## src/rtl/image_binarizer.sv

```systemverilog
// Serial grayscale pixel stream to binarized feature vector.
// One frame of image_size pixels is packed LSB-first and held until downstream takes it.
module image_binarizer #(
  parameter int image_size  = 121,
  parameter int pixel_width = 8,
  parameter int threshold   = 128
) (
  input  logic                          clk,
  input  logic                          reset,
  input  logic                          pix_valid,
  input  logic [pixel_width-1:0]        pix_data,
  input  logic                          pix_sof,
  output logic                          pix_ready,
  output logic [image_size-1:0]         features_out,
  output logic                          features_valid,
  input  logic                          features_ready,
  output logic [$clog2(image_size)-1:0] pix_count,
  output logic                          frame_error
);
  localparam int CW = $clog2(image_size);
  localparam logic [CW-1:0]          LAST = CW'(image_size - 1);
  localparam logic [pixel_width:0]   THR  = (pixel_width + 1)'(threshold);

  typedef enum logic [1:0] {IDLE, FILL, HOLD} state_t;

  state_t                state;
  logic [CW-1:0]         count;
  // The top pixel never lands here; it is merged straight into features_out.
  logic [image_size-2:0] asm_q;
  logic                  accept;
  logic                  bit_in;

  assign pix_ready      = (state != HOLD);
  assign features_valid = (state == HOLD);
  assign pix_count      = count;
  assign accept         = pix_valid && pix_ready;
  assign bit_in         = ({1'b0, pix_data} >= THR);

  always_ff @(posedge clk or negedge reset) begin
    if (!reset) begin
      state        <= IDLE;
      count        <= '0;
      asm_q        <= '0;
      features_out <= '0;
      frame_error  <= 1'b0;
    end else begin
      frame_error <= 1'b0;
      case (state)
        IDLE: begin
          // Beats without sof are dropped until a frame start is seen.
          if (accept && pix_sof) begin
            asm_q <= {{(image_size-2){1'b0}}, bit_in};
            count <= CW'(1);
            state <= FILL;
          end
        end
        FILL: begin
          if (accept) begin
            if (pix_sof) begin
              frame_error <= 1'b1;
              asm_q       <= {{(image_size-2){1'b0}}, bit_in};
              count       <= CW'(1);
            end else if (count == LAST) begin
              features_out <= {bit_in, asm_q};
              count        <= '0;
              state        <= HOLD;
            end else begin
              asm_q[count] <= bit_in;
              count        <= count + 1'b1;
            end
          end
        end
        HOLD: begin
          if (features_ready) state <= IDLE;
        end
        default: state <= IDLE;
      endcase
    end
  end
endmodule

```

## config.mk

```make
export PLATFORM = sky130hd
export DESIGN_NAME = image_binarizer
export DESIGN_NICKNAME = d
export VERILOG_FILES = /design/src/rtl/image_binarizer.sv
export SDC_FILE = /design/constraint.sdc
export NUM_CORES = 1
export LEC_CHECK = 0
export CAP_MARGIN = 20
export CORE_MARGIN = 2
export CORE_UTILIZATION = 47
export DETAILED_ROUTE_END_ITERATION = 16
export PLACE_DENSITY_LB_ADDON = 0.2
export SYNTH_ARGS = -nofsm -noshare
export SYNTH_HDL_FRONTEND = slang
export SYNTH_SLANG_ARGS = --single-unit
```

## constraint.sdc

```tcl
create_clock -name clk -period 2.6 [get_ports clk]
set_input_delay 0.52 -clock clk [delete_from_list [all_inputs] [get_ports clk]]
set_output_delay 0.52 -clock clk [all_outputs]
set_load 0.1 [all_outputs]
```

==> results_dict.tcl <==
set metrics [dict create \
    grtUsageTotal 0.248 \
    hold_viol_final 0 \
    grt_max_degree 127 \
    clock_latency_ns 0.53 \
    layout_common_cells "249 x dfrtp_1, 187 x buf_4, 172 x nand2_1, 124 x inv_1, 124 x a21oi_1" \
    n_antenna_cell 0 \
    syn_avg_cell_area_um2 9.27 \
    worstHoldStart "features_out[109]" \
    layout.cells.non_filler 1641 \
    die_area_um2 24500 \
    wl_um 30200 \
    ys_seq_area_frac 0.574 \
    period_share 0.923 \
    antenna_found_initial 0 \
    dieHeight_um 157 \
    first_pass_iters 5 \
    routed_via_density 5.53 \
    area_growth_pct 24.3 \
    cts_max_path_buffers 3 \
    synth_top_area_share 0.574 \
    synth_area_leaders "dfrtp_1 57%, nand2_1 5.9%, a21oi_1 5.7%" \
    hold_end "features_out[109]" \
    htreeDepth 1 \
    tns_ns 0 \
    yosysUniqueCellTypes 43 \
    maxCapViolCount 0 \
    grt_pass1_vias 8521 \
    slew_violations 0 \
    rsz0062_at_grt "false" \
    cp_max_fo 32 \
    drt_iter0_drc 694 \
    multi_input_area_um2 3800 \
    root_buffer "clkbuf_16" \
    timing.rr.end "features_out[9]" \
    outcome "complete, no violations" \
    yosys_warnings 0 \
    worstReg2RegStart "pix_count[0]" \
    nFillCells 1968 \
    fin_ws_ns 0.201 \
    finish.instance_area_um2 13600 \
    slew_headroom 0.427 \
    routed-via-count 9069 \
    tritoncts.num_buffers 26 \
    layout_commonest_cell "dfrtp_1" \
    clkTransAtPathRegs_ns 0.06 \
    hold_slack_ns 0.478 \
    wl_per_cell_um 18.4 \
    nets 1324 \
    critPathKind "flip-flop to flip-flop" \
    syn_area_um2 10900 \
    dp.cells 1593 \
    grt_pass1_wl_um 47700 \
    startpoint_type "flip-flop" \
    ant_nets 0 \
    worst_slew_pin_slew_ns 0.858 \
    num_rows 55 \
    drive_gt1_frac 0.200 \
    gp_congestion 0.921 \
    cp.arrival_ns 2.79 \
    die_x_um 157 \
    fin_skew_ns 0.00700 \
    end_kind "flip-flop" \
    period_needed_ns 2.40 \
    overflow 0 \
    power_density_nw_per_um2 683 \
    ir_drop_v 0.000510 \
    cts_tree "yes" \
    holdPathStages 2 \
    synth-seq-cells 251 \
    synthesis.instances 1181 \
    yosys.area.top_type "dfrtp_1" \
    reg2regPathDepth 8 \
    critPathRequiredTime_ns 2.99 \
    post-dp-hpwl_um 19400 \
    leakagePower_nw 6.16 \
    coreArea_um2 22800 \
    finalSetupViolCount 0 \
    synth_fp_nets 1196 \
    ff_latch_area_um2 6280 \
    post_dp_cell_area_um2 12600 \
    max_freq_mhz 417 \
    drc 0 \
    clock-sinks 251 \
    start_util 0.481 \
    port_buffers 136 \
    post-place-ws_ns 0.0381 \
    hold_class "flip-flop to flip-flop" \
    ios 144 \
    r2r_setup_slack_ns 0.20 \
]
## through the flow
stage	power [mW]	util
2_1_floorplan	4.75	-
3_3_place_gp	5.17	0.554
3_5_place_dp	5.19	0.554
4_1_cts	9.34	0.597
5_1_grt	9.61	0.597
6_report	9.29	0.597
## worst max path at each step
| stage | slack (ns) | to | startpoint |
|---|---|---|---|
| finish | 0.20 | features_out[9] | pix_count[0] |
| global route | 0.03 | features_out[9] | pix_count[0] |
| CTS | 0.22 | features_out[1] | pix_count[0] |
| detailed placement | 0.04 | asm_q[54] | pix_sof |
| global placement | 0.09 | asm_q[30] | pix_sof |
| floorplan | 0.06 | state[1] | pix_count[0] |
## flip-flops by register name, summed over array words and instances (netlist names)
| register | count |
|---|---|
| asm_q | 120 |
| features_out | 121 |
| frame_error | 1 |
| pix_count | 7 |
| state | 2 |
## area by class of cell
| cell class | count | area share |
|---|---|---|
| Sequential cell | 251 | 0.462 |
| Multi-Input combinational cell | 702 | 0.279 |
| Clock buffer | 37 | 0.0583 |
| Timing Repair Buffer | 204 | 0.124 |
| Tap cell | 313 | 0.0288 |
| Clock inverter | 10 | 0.0134 |
| Inverter | 124 | 0.0342 |
## critical path, cell delays in order (launching register included)
cell and delay [ns]:
dfrtp_2 0.49, inv_1 0.18, ha_1 0.17, nor2b_1 0.43, nand4_1 0.33, buf_12 0.25, buf_4 0.22, nand2_1 0.09
o21ai_0 0.09
## logic make-up after synthesis
logic type,after synthesis,share of synthesized area
xor+xnor,4,0.00320
compound gates,369,0.192
simple gates,324,0.144
flops,251,0.574
fa+ha+maj,2,0.00229
mux,3,0.00309
buf+inv,228,0.0821
## where the power goes
group	internal [mW]	switching (mW)	leakage, nW
sequential	4.02	0.0921	3.47
clock	2.61	1.54	0.483
combinational	0.304	0.721	2.21
## layer usage
| metal | share of wire | wire length [um] | GRT usage |
|---|---|---|---|
| met1 | 0.45 | 13500 | 0.365 |
| met2 | 0.47 | 14200 | 0.392 |
| met3 | 0.064 | 1920 | 0.0302 |
| met4 | 0.021 | 620 | 0.0642 |
| met5 | 0 | 0 | 0 |
## synthesized netlist by cell type, drive strengths merged
cell     count
dfrtp      251
nand2      172
a21oi      124
inv        124
o21ai      123
nor3        94
o22ai       89
clkbuf      71
buf         33
o221ai      30
nor2         9
nor2b        6
nor4bb       6
nand3        5
nor3b        5
and4b        4
nor4b        4
and3         3
and3b        3
mux2         3
ha           2
nand2b       2
nand4        2
nand4b       2
nor4         2
xnor2        2
xor2         2
a2111oi      1
a211oi       1
a31oi        1
and2         1
and4         1
nand3b       1
or3          1
or3b         1
## timing repair
action | CTS | global route
endpoints found under the setup margin | 0 | 0
hold buffers | 1 | 0
endpoints found under the hold margin | 56 | 0
resized for setup | 0 | 0
buffers inserted | 0 | 0
No activity file was read; power rests on OpenSTA's default activity.
